`src/rtl/holy_trace_pkg.sv`:
```
// Shared constants and types for the Holy Core execution-trace buffer:
// register map, bit positions, AXI responses, trace entry layout, FSM states.
package holy_trace_pkg;

  localparam int TRACE_XLEN = 32;

  localparam logic [7:0] CTRL_OFF       = 8'h00;
  localparam logic [7:0] STATUS_OFF     = 8'h04;
  localparam logic [7:0] HEAD_PC_OFF    = 8'h08;
  localparam logic [7:0] HEAD_INSTR_OFF = 8'h0C;
  localparam logic [7:0] HEAD_FLAGS_OFF = 8'h10;
  localparam logic [7:0] THRESH_OFF     = 8'h14;

  localparam int CTRL_EN_BIT     = 0;
  localparam int CTRL_WRAP_BIT   = 1;
  localparam int CTRL_BRONLY_BIT = 2;
  localparam int CTRL_CLR_BIT    = 3;

  localparam int STAT_EMPTY_BIT = 16;
  localparam int STAT_FULL_BIT  = 17;
  localparam int STAT_OVF_BIT   = 18;

  localparam logic [1:0] RESP_OKAY   = 2'b00;
  localparam logic [1:0] RESP_SLVERR = 2'b10;

  typedef struct packed {
    logic [TRACE_XLEN-1:0] pc;
    logic [TRACE_XLEN-1:0] instr;
    logic                  disc;
  } trace_entry_t;

  typedef enum logic {W_IDLE, W_RESP} w_state_t;
  typedef enum logic {R_IDLE, R_RESP} r_state_t;

endpackage

```
`src/rtl/holy_trace_fifo.sv`:
```
// Synchronous trace FIFO with clear, stop/wrap overflow handling and a
// one-cycle overflow pulse for the sticky status bit kept by the parent.
module holy_trace_fifo #(
  parameter int DATA_W = 65,
  parameter int DEPTH  = 64
) (
  input  logic                     clk,
  input  logic                     rst,
  input  logic                     push,
  input  logic                     pop,
  input  logic                     clr,
  input  logic                     wrap_mode,
  input  logic [DATA_W-1:0]        din,
  output logic [DATA_W-1:0]        head,
  output logic [$clog2(DEPTH):0]   count,
  output logic                     full,
  output logic                     empty,
  output logic                     ovf_pulse
);

  localparam int AW = $clog2(DEPTH);
  localparam logic [AW:0] FULL_CNT = (AW+1)'(DEPTH);

  logic [DATA_W-1:0] mem [DEPTH];
  logic [AW-1:0]     wr_ptr, rd_ptr;
  logic              do_wr, adv_rd;

  assign full  = (count == FULL_CNT);
  assign empty = (count == '0);
  assign head  = mem[rd_ptr];

  // A pop on a non-empty FIFO always frees the slot the push needs.
  always_comb begin
    do_wr     = 1'b0;
    adv_rd    = 1'b0;
    ovf_pulse = 1'b0;
    if (!clr) begin
      if (push && pop && !empty) begin
        do_wr  = 1'b1;
        adv_rd = 1'b1;
      end else if (push) begin
        if (!full) begin
          do_wr = 1'b1;
        end else begin
          ovf_pulse = 1'b1;
          do_wr     = wrap_mode;
          adv_rd    = wrap_mode;
        end
      end else if (pop && !empty) begin
        adv_rd = 1'b1;
      end
    end
  end

  always_ff @(posedge clk or posedge rst) begin
    if (rst) begin
      wr_ptr <= '0;
      rd_ptr <= '0;
      count  <= '0;
    end else if (clr) begin
      wr_ptr <= '0;
      rd_ptr <= '0;
      count  <= '0;
    end else begin
      if (do_wr)  wr_ptr <= wr_ptr + 1'b1;
      if (adv_rd) rd_ptr <= rd_ptr + 1'b1;
      if (do_wr && !adv_rd)      count <= count + 1'b1;
      else if (!do_wr && adv_rd) count <= count - 1'b1;
    end
  end

  always_ff @(posedge clk) begin
    if (do_wr) mem[wr_ptr] <= din;
  end

endmodule

```
`src/rtl/holy_trace_buffer.sv`:
```
// Execution-trace capture for Holy Core: filters retired instructions into a
// FIFO drained through an AXI-Lite register slave, with a count-threshold IRQ.
module holy_trace_buffer
  import holy_trace_pkg::*;
#(
  parameter int XLEN   = TRACE_XLEN,
  parameter int DEPTH  = 64,
  parameter int ADDR_W = 5
) (
  input  logic              clk,
  input  logic              rst,
  input  logic [XLEN-1:0]   pc,
  input  logic [XLEN-1:0]   pc_next,
  input  logic [XLEN-1:0]   instruction,
  input  logic              i_cache_stall,
  input  logic              d_cache_stall,
  input  logic [ADDR_W-1:0] s_axi_awaddr,
  input  logic              s_axi_awvalid,
  output logic              s_axi_awready,
  input  logic [XLEN-1:0]   s_axi_wdata,
  input  logic [XLEN/8-1:0] s_axi_wstrb,
  input  logic              s_axi_wvalid,
  output logic              s_axi_wready,
  output logic [1:0]        s_axi_bresp,
  output logic              s_axi_bvalid,
  input  logic              s_axi_bready,
  input  logic [ADDR_W-1:0] s_axi_araddr,
  input  logic              s_axi_arvalid,
  output logic              s_axi_arready,
  output logic [XLEN-1:0]   s_axi_rdata,
  output logic [1:0]        s_axi_rresp,
  output logic              s_axi_rvalid,
  input  logic              s_axi_rready,
  output logic              trace_irq
);

  localparam int AW = $clog2(DEPTH);

  logic              live;
  logic [2:0]        ctrl;
  logic              ovf;
  logic [15:0]       thresh;
  logic              retire, disc, capture, clr, pop;
  trace_entry_t      new_entry, head;
  logic [AW:0]       count;
  logic              full, empty, ovf_pulse;

  // pc + 4 wraps at XLEN bits, so 0xFFFFFFFC -> 0 counts as sequential.
  assign retire    = !i_cache_stall && !d_cache_stall;
  assign disc      = (pc_next != pc + XLEN'(4));
  assign capture   = ctrl[CTRL_EN_BIT] && retire && (!ctrl[CTRL_BRONLY_BIT] || disc);
  assign new_entry = '{pc: pc, instr: instruction, disc: disc};

  holy_trace_fifo #(.DATA_W($bits(trace_entry_t)), .DEPTH(DEPTH)) u_fifo (
    .clk, .rst, .push(capture), .pop(pop), .clr(clr),
    .wrap_mode(ctrl[CTRL_WRAP_BIT]), .din(new_entry), .head(head),
    .count(count), .full(full), .empty(empty), .ovf_pulse(ovf_pulse)
  );

  w_state_t          w_state, w_next;
  logic              aw_held, w_held, aw_hs, w_hs, do_write, wr_err;
  logic [ADDR_W-1:0] aw_addr, aw_off;
  logic [XLEN-1:0]   w_data;
  logic [XLEN/8-1:0] w_strb;

  // Ready stays low during and just after reset so every output reads 0 then.
  assign s_axi_awready = live && (w_state == W_IDLE) && !aw_held;
  assign s_axi_wready  = live && (w_state == W_IDLE) && !w_held;
  assign s_axi_bvalid  = (w_state == W_RESP);
  assign aw_hs  = s_axi_awvalid && s_axi_awready;
  assign w_hs   = s_axi_wvalid && s_axi_wready;
  assign aw_off = {aw_addr[ADDR_W-1:2], 2'b00};

  always_comb begin
    w_next   = w_state;
    do_write = 1'b0;
    wr_err   = 1'b1;
    clr      = 1'b0;
    if (aw_off == ADDR_W'(CTRL_OFF) || aw_off == ADDR_W'(THRESH_OFF)) wr_err = 1'b0;
    case (w_state)
      W_IDLE: if (aw_held && w_held) begin
        do_write = 1'b1;
        w_next   = W_RESP;
        clr      = (aw_off == ADDR_W'(CTRL_OFF)) && w_strb[0] && w_data[CTRL_CLR_BIT];
      end
      W_RESP: if (s_axi_bready) w_next = W_IDLE;
      default: w_next = W_IDLE;
    endcase
  end

  always_ff @(posedge clk or posedge rst) begin
    if (rst) w_state <= W_IDLE;
    else     w_state <= w_next;
  end

  always_ff @(posedge clk) begin
    if (aw_hs) aw_addr <= s_axi_awaddr;
    if (w_hs) begin
      w_data <= s_axi_wdata;
      w_strb <= s_axi_wstrb;
    end
  end

  always_ff @(posedge clk or posedge rst) begin
    if (rst) begin
      live        <= 1'b0;
      aw_held     <= 1'b0;
      w_held      <= 1'b0;
      ctrl        <= '0;
      thresh      <= 16'(DEPTH / 2);
      s_axi_bresp <= RESP_OKAY;
      ovf         <= 1'b0;
      trace_irq   <= 1'b0;
    end else begin
      live <= 1'b1;
      if (aw_hs)         aw_held <= 1'b1;
      else if (do_write) aw_held <= 1'b0;
      if (w_hs)          w_held  <= 1'b1;
      else if (do_write) w_held  <= 1'b0;
      if (do_write) begin
        s_axi_bresp <= wr_err ? RESP_SLVERR : RESP_OKAY;
        if (aw_off == ADDR_W'(CTRL_OFF) && w_strb[0]) ctrl <= w_data[2:0];
        if (aw_off == ADDR_W'(THRESH_OFF)) begin
          if (w_strb[0]) thresh[7:0]  <= w_data[7:0];
          if (w_strb[1]) thresh[15:8] <= w_data[15:8];
        end
      end
      if (clr)            ovf <= 1'b0;
      else if (ovf_pulse) ovf <= 1'b1;
      trace_irq <= (thresh != 16'd0) && (16'(count) >= thresh);
    end
  end

  r_state_t          r_state, r_next;
  logic              ar_hs, rd_err;
  logic [ADDR_W-1:0] ar_off;
  logic [XLEN-1:0]   rd_val;

  assign s_axi_arready = live && (r_state == R_IDLE);
  assign s_axi_rvalid  = (r_state == R_RESP);
  assign ar_hs  = s_axi_arvalid && s_axi_arready;
  assign ar_off = {s_axi_araddr[ADDR_W-1:2], 2'b00};

  // An empty HEAD_INSTR read must not pop, so pop is gated on !empty here.
  always_comb begin
    r_next = r_state;
    rd_val = '0;
    rd_err = 1'b0;
    pop    = 1'b0;
    case (ar_off)
      ADDR_W'(CTRL_OFF):       rd_val = XLEN'(ctrl);
      ADDR_W'(STATUS_OFF):     rd_val = XLEN'({ovf, full, empty, 16'(count)});
      ADDR_W'(HEAD_PC_OFF):    rd_val = empty ? '0 : head.pc;
      ADDR_W'(HEAD_INSTR_OFF): begin
        rd_err = empty;
        rd_val = empty ? '0 : head.instr;
        pop    = ar_hs && !empty;
      end
      ADDR_W'(HEAD_FLAGS_OFF): rd_val = XLEN'(head.disc && !empty);
      ADDR_W'(THRESH_OFF):     rd_val = XLEN'(thresh);
      default:                 rd_err = 1'b1;
    endcase
    case (r_state)
      R_IDLE:  if (ar_hs) r_next = R_RESP;
      R_RESP:  if (s_axi_rready) r_next = R_IDLE;
      default: r_next = R_IDLE;
    endcase
  end

  always_ff @(posedge clk or posedge rst) begin
    if (rst) begin
      r_state     <= R_IDLE;
      s_axi_rdata <= '0;
      s_axi_rresp <= RESP_OKAY;
    end else begin
      r_state <= r_next;
      if (ar_hs) begin
        s_axi_rdata <= rd_val;
        s_axi_rresp <= rd_err ? RESP_SLVERR : RESP_OKAY;
      end
    end
  end

  logic unused_bits;
  assign unused_bits = ^{aw_addr[1:0], s_axi_araddr[1:0], w_data[XLEN-1:16], w_strb[XLEN/8-1:2]};

endmodule

```
`config.mk`:
```
export PLATFORM = sky130hd
export DESIGN_NAME = holy_trace_buffer
export DESIGN_NICKNAME = d
export VERILOG_FILES = /design/src/rtl/holy_trace_pkg.sv /design/src/rtl/holy_trace_fifo.sv /design/src/rtl/holy_trace_buffer.sv
export SDC_FILE = /design/constraint.sdc
export NUM_CORES = 2
export LEC_CHECK = 0
export BUFFER_PORTS_ARGS = -buffer_cell sky130_fd_sc_hd__buf_2
export CAP_MARGIN = 20
export CORE_ASPECT_RATIO = 1.4
export CORE_MARGIN = 8
export CORE_UTILIZATION = 40
export DETAILED_ROUTE_END_ITERATION = 10
export SYNTH_ARGS = -nofsm -noshare
export SYNTH_HDL_FRONTEND = slang
export SYNTH_HIERARCHICAL = 1
export SYNTH_MEMORY_MAX_BITS = 65536
export SYNTH_SLANG_ARGS = --single-unit
```
`constraint.sdc`:
```
create_clock -name clk -period 8.4 [get_ports clk]
set_input_delay 0.42 -clock clk [delete_from_list [all_inputs] [get_ports clk]]
set_output_delay 0.42 -clock clk [all_outputs]
set_load 0.05 [all_outputs]
```
==> flow_summary.yaml <==
clocking:
  clock-sinks: 4260
  cts_buffers: 378
  clk_latency_ns: 0.95
  post_cts_buffers: 0
  htreeDepth: 5
  ctsRootBufferMaster: "clkbuf_16"
  clockBufferDepth: 4
  cts_tree: "done"
  cts_hold_buf: 34
  ctsResizeCount: 0
  cts.clk_slew.worst_paths_ns: 0.06
critical_path:
  arrival_ns: 6.13
  critPathKind: "reg2reg"
  required_ns: 9.13
  crit_path_max_fanout: 30
  end_kind: "flop"
  startpoint_type: "flop"
route:
  num_vias: 80400
  drtAntennaViolNets: 0
  viasPerCell: 5.99
  post-route-drc-count: 0
  wl_per_cell_um: 34.8
  routed_wl_um: 467000
  dr.pass1.iters: 5
  first_iter_violations: 9727
finish:
  drive_above_1_share_pct: 28.0
  stdcell_count: 13400
  utilization_pct: 45.8
  syn2layout_area_growth_pct: 14.1
  regArea_mm2: 0.128
  nFillCells: 33600
  final_cell_area_mm2: 0.186
  finalNetCount: 7817
  multi_input_area_mm2: 0.0339
die:
  floorplan.initialDensity_pct: 40.1
  dieHeight_um: 771
  die_area_mm2: 0.428
  die_w_um: 555
  fp-row-count: 277
  ioPinCount: 193
  core_mm2: 0.406
timing:
  post-route-min-period_ns: 5.40
  rsz0062_at_grt: "false"
  hold_ws_ns: 0.0206
  setup_viol: 0
  worst_pin_slew_ns: 1.34
  finalSetupTns_ns: 0
  fmax_ghz: 0.185
  final-max-slew-violation-count: 0
  hold_viol_final: 0
  finalCritPeriodShare_pct: 64.3
  max-slew-margin-rel_pct: 10.6
  skew_ns: 0.0538
synth:
  yosysUniqueCellTypes: 76
  synth_ff_type: "edfxtp_1"
  seq_area_frac_synth_pct: 78.3
  syn-cell-area_mm2: 0.163
  netlist_top_cells_count: "edfxtp_1, mux4_2, clkbuf_1"
  synth_area_leaders: "edfxtp_1, mux4_2, dfrtp_1"
  synth_most_common_cell: "edfxtp_1"
  syn_inst: 7121
  avgSynthCellArea_um2: 22.9
  synthArstFlopShare_pct: 1.85
  ys_ff_latch: 4260
  yosys_warnings: 6
  yosysTopAreaCellShare_pct: 77.1
  synth_top_cell_by_area: "edfxtp_1"
  synth-edff-count: 4181
placement:
  place_area_mm2: 0.173
  place.gp.congestion: 0.838
  dp_hpwl_um: 275000
  dp_cells: 12700
  io_buffers: 168
pwr:
  peakVddDrop_uv: 213
  leakage_uw: 0.0568
  pwr_density_cell_mw_per_mm2: 270
grt:
  grt_pass1_wl_um: 649000
  grt.total_usage_pct: 21.3
  overflow: 0
  first_global_vias: 82100
  grt_start_max_net_pins: 102
  antenna_found_initial: 33
run_status:
  status: "finished, final reports clean"
worst_hold_path:
  hold_path_class: "in2reg"
run:
  cap_violations: 0
[worst max-delay path: stages (launching register included)]
cell and delay (ns):
dfrtp_4 0.95, buf_4 0.66, buf_4 0.66, mux4_2 0.58
a22o_1 0.25, a221oi_1 0.59, a221oi_1 0.23, a22oi_1 1.03
o21ai_0 0.18
[logic make-up (layout without fill, tap and decap cells)]
kind of cell    count (synthesis)  after routing  synth area share, %
mux                          1194           1194                 15.3
xor+xnor                       52             52                0.279
flops                        4260           4260                 78.3
buf+inv                       435           1273                 1.31
compound gates                739            739                 3.43
simple gates                  421            421                 1.24
other cells                     2             23              0.00461
fa+ha+maj                      18             18                0.142
[metrics by stage]
stage / power, uW / setup slack [ns]
floorplan: 30600 / 1.84
global placement: 33200 / 1.77
detailed placement: 33300 / 1.83
CTS: 50500 / 2.55
global route: 51600 / 2.96
finish: 50100 / 3.00
[final timing paths]
check | cells past startpoint | to | start | slack (ns)
max | 8 | s_axi_rdata[30] | u_fifo/rd_ptr[0] | 3.00
min | 1 | u_fifo/mem[37][15] | instruction[14] | 0.02
max reg2reg | 8 | s_axi_rdata[30] | u_fifo/rd_ptr[0] | 3.00
min reg2reg | 1 | thresh[6] | w_data[6] | 0.48
max in group asynchronous | 4 | s_axi_rdata[16] | rst | 7.21
min in group asynchronous | 3 | s_axi_rdata[29] | rst | 0.10
[registers in the layout (all words and copies together) (netlist names), 2 cells and up]
register / count
w_strb: 2
thresh: 16
ctrl: 3
s_axi_rdata: 32
aw_addr: 3
u_fifo/count: 7
u_fifo/mem: 4160
u_fifo/rd_ptr: 6
w_data: 16
u_fifo/wr_ptr: 6
[cell type report]
class / instances / area share [%]
Antenna cell: 20 / 0.0269
Clock buffer: 460 / 5.33
Clock inverter: 231 / 1.25
Inverter: 23 / 0.0478
Multi-Input combinational cell: 2427 / 18.2
Sequential cell: 4260 / 68.6
Tap cell: 5440 / 3.66
Timing Repair Buffer: 559 / 2.83
[metal layers]
layer  track usage (%)  share of wire [%]  vias to the layer above
met5                 0              0.015                        -
met4              9.78                5.5                       12
met3              3.00                7.1                      745
met2              36.7                 51                     3712
met1              26.9                 37                    44200
li1                  -                  -                    31800
[placed cells by master (no fill, tap or decap), types with 55 or more instances in the layout]
| cell | n |
|---|---|
| o21ai_0 | 55 |
| a22o_1 | 112 |
| mux4_2 | 1040 |
| a22oi_1 | 70 |
| clkinv_2 | 74 |
| clkinv_1 | 82 |
| nor2_4 | 67 |
| edfxtp_1 | 4181 |
| o221ai_1 | 99 |
| dfrtp_1 | 73 |
| a221oi_1 | 162 |
| buf_2 | 168 |
| buf_12 | 109 |
| clkbuf_16 | 383 |
| a21oi_1 | 132 |
| nor2_1 | 102 |
| nand2_1 | 87 |
| buf_4 | 240 |
| mux2i_1 | 133 |
| clkbuf_1 | 73 |
[power breakdown]
part	internal [uW]	switching (uW)
Combinational	4260	4740
Sequential	23500	232
Clock	9650	7780
Total	37400	12800
No activity file was read; power rests on OpenSTA's default activity.
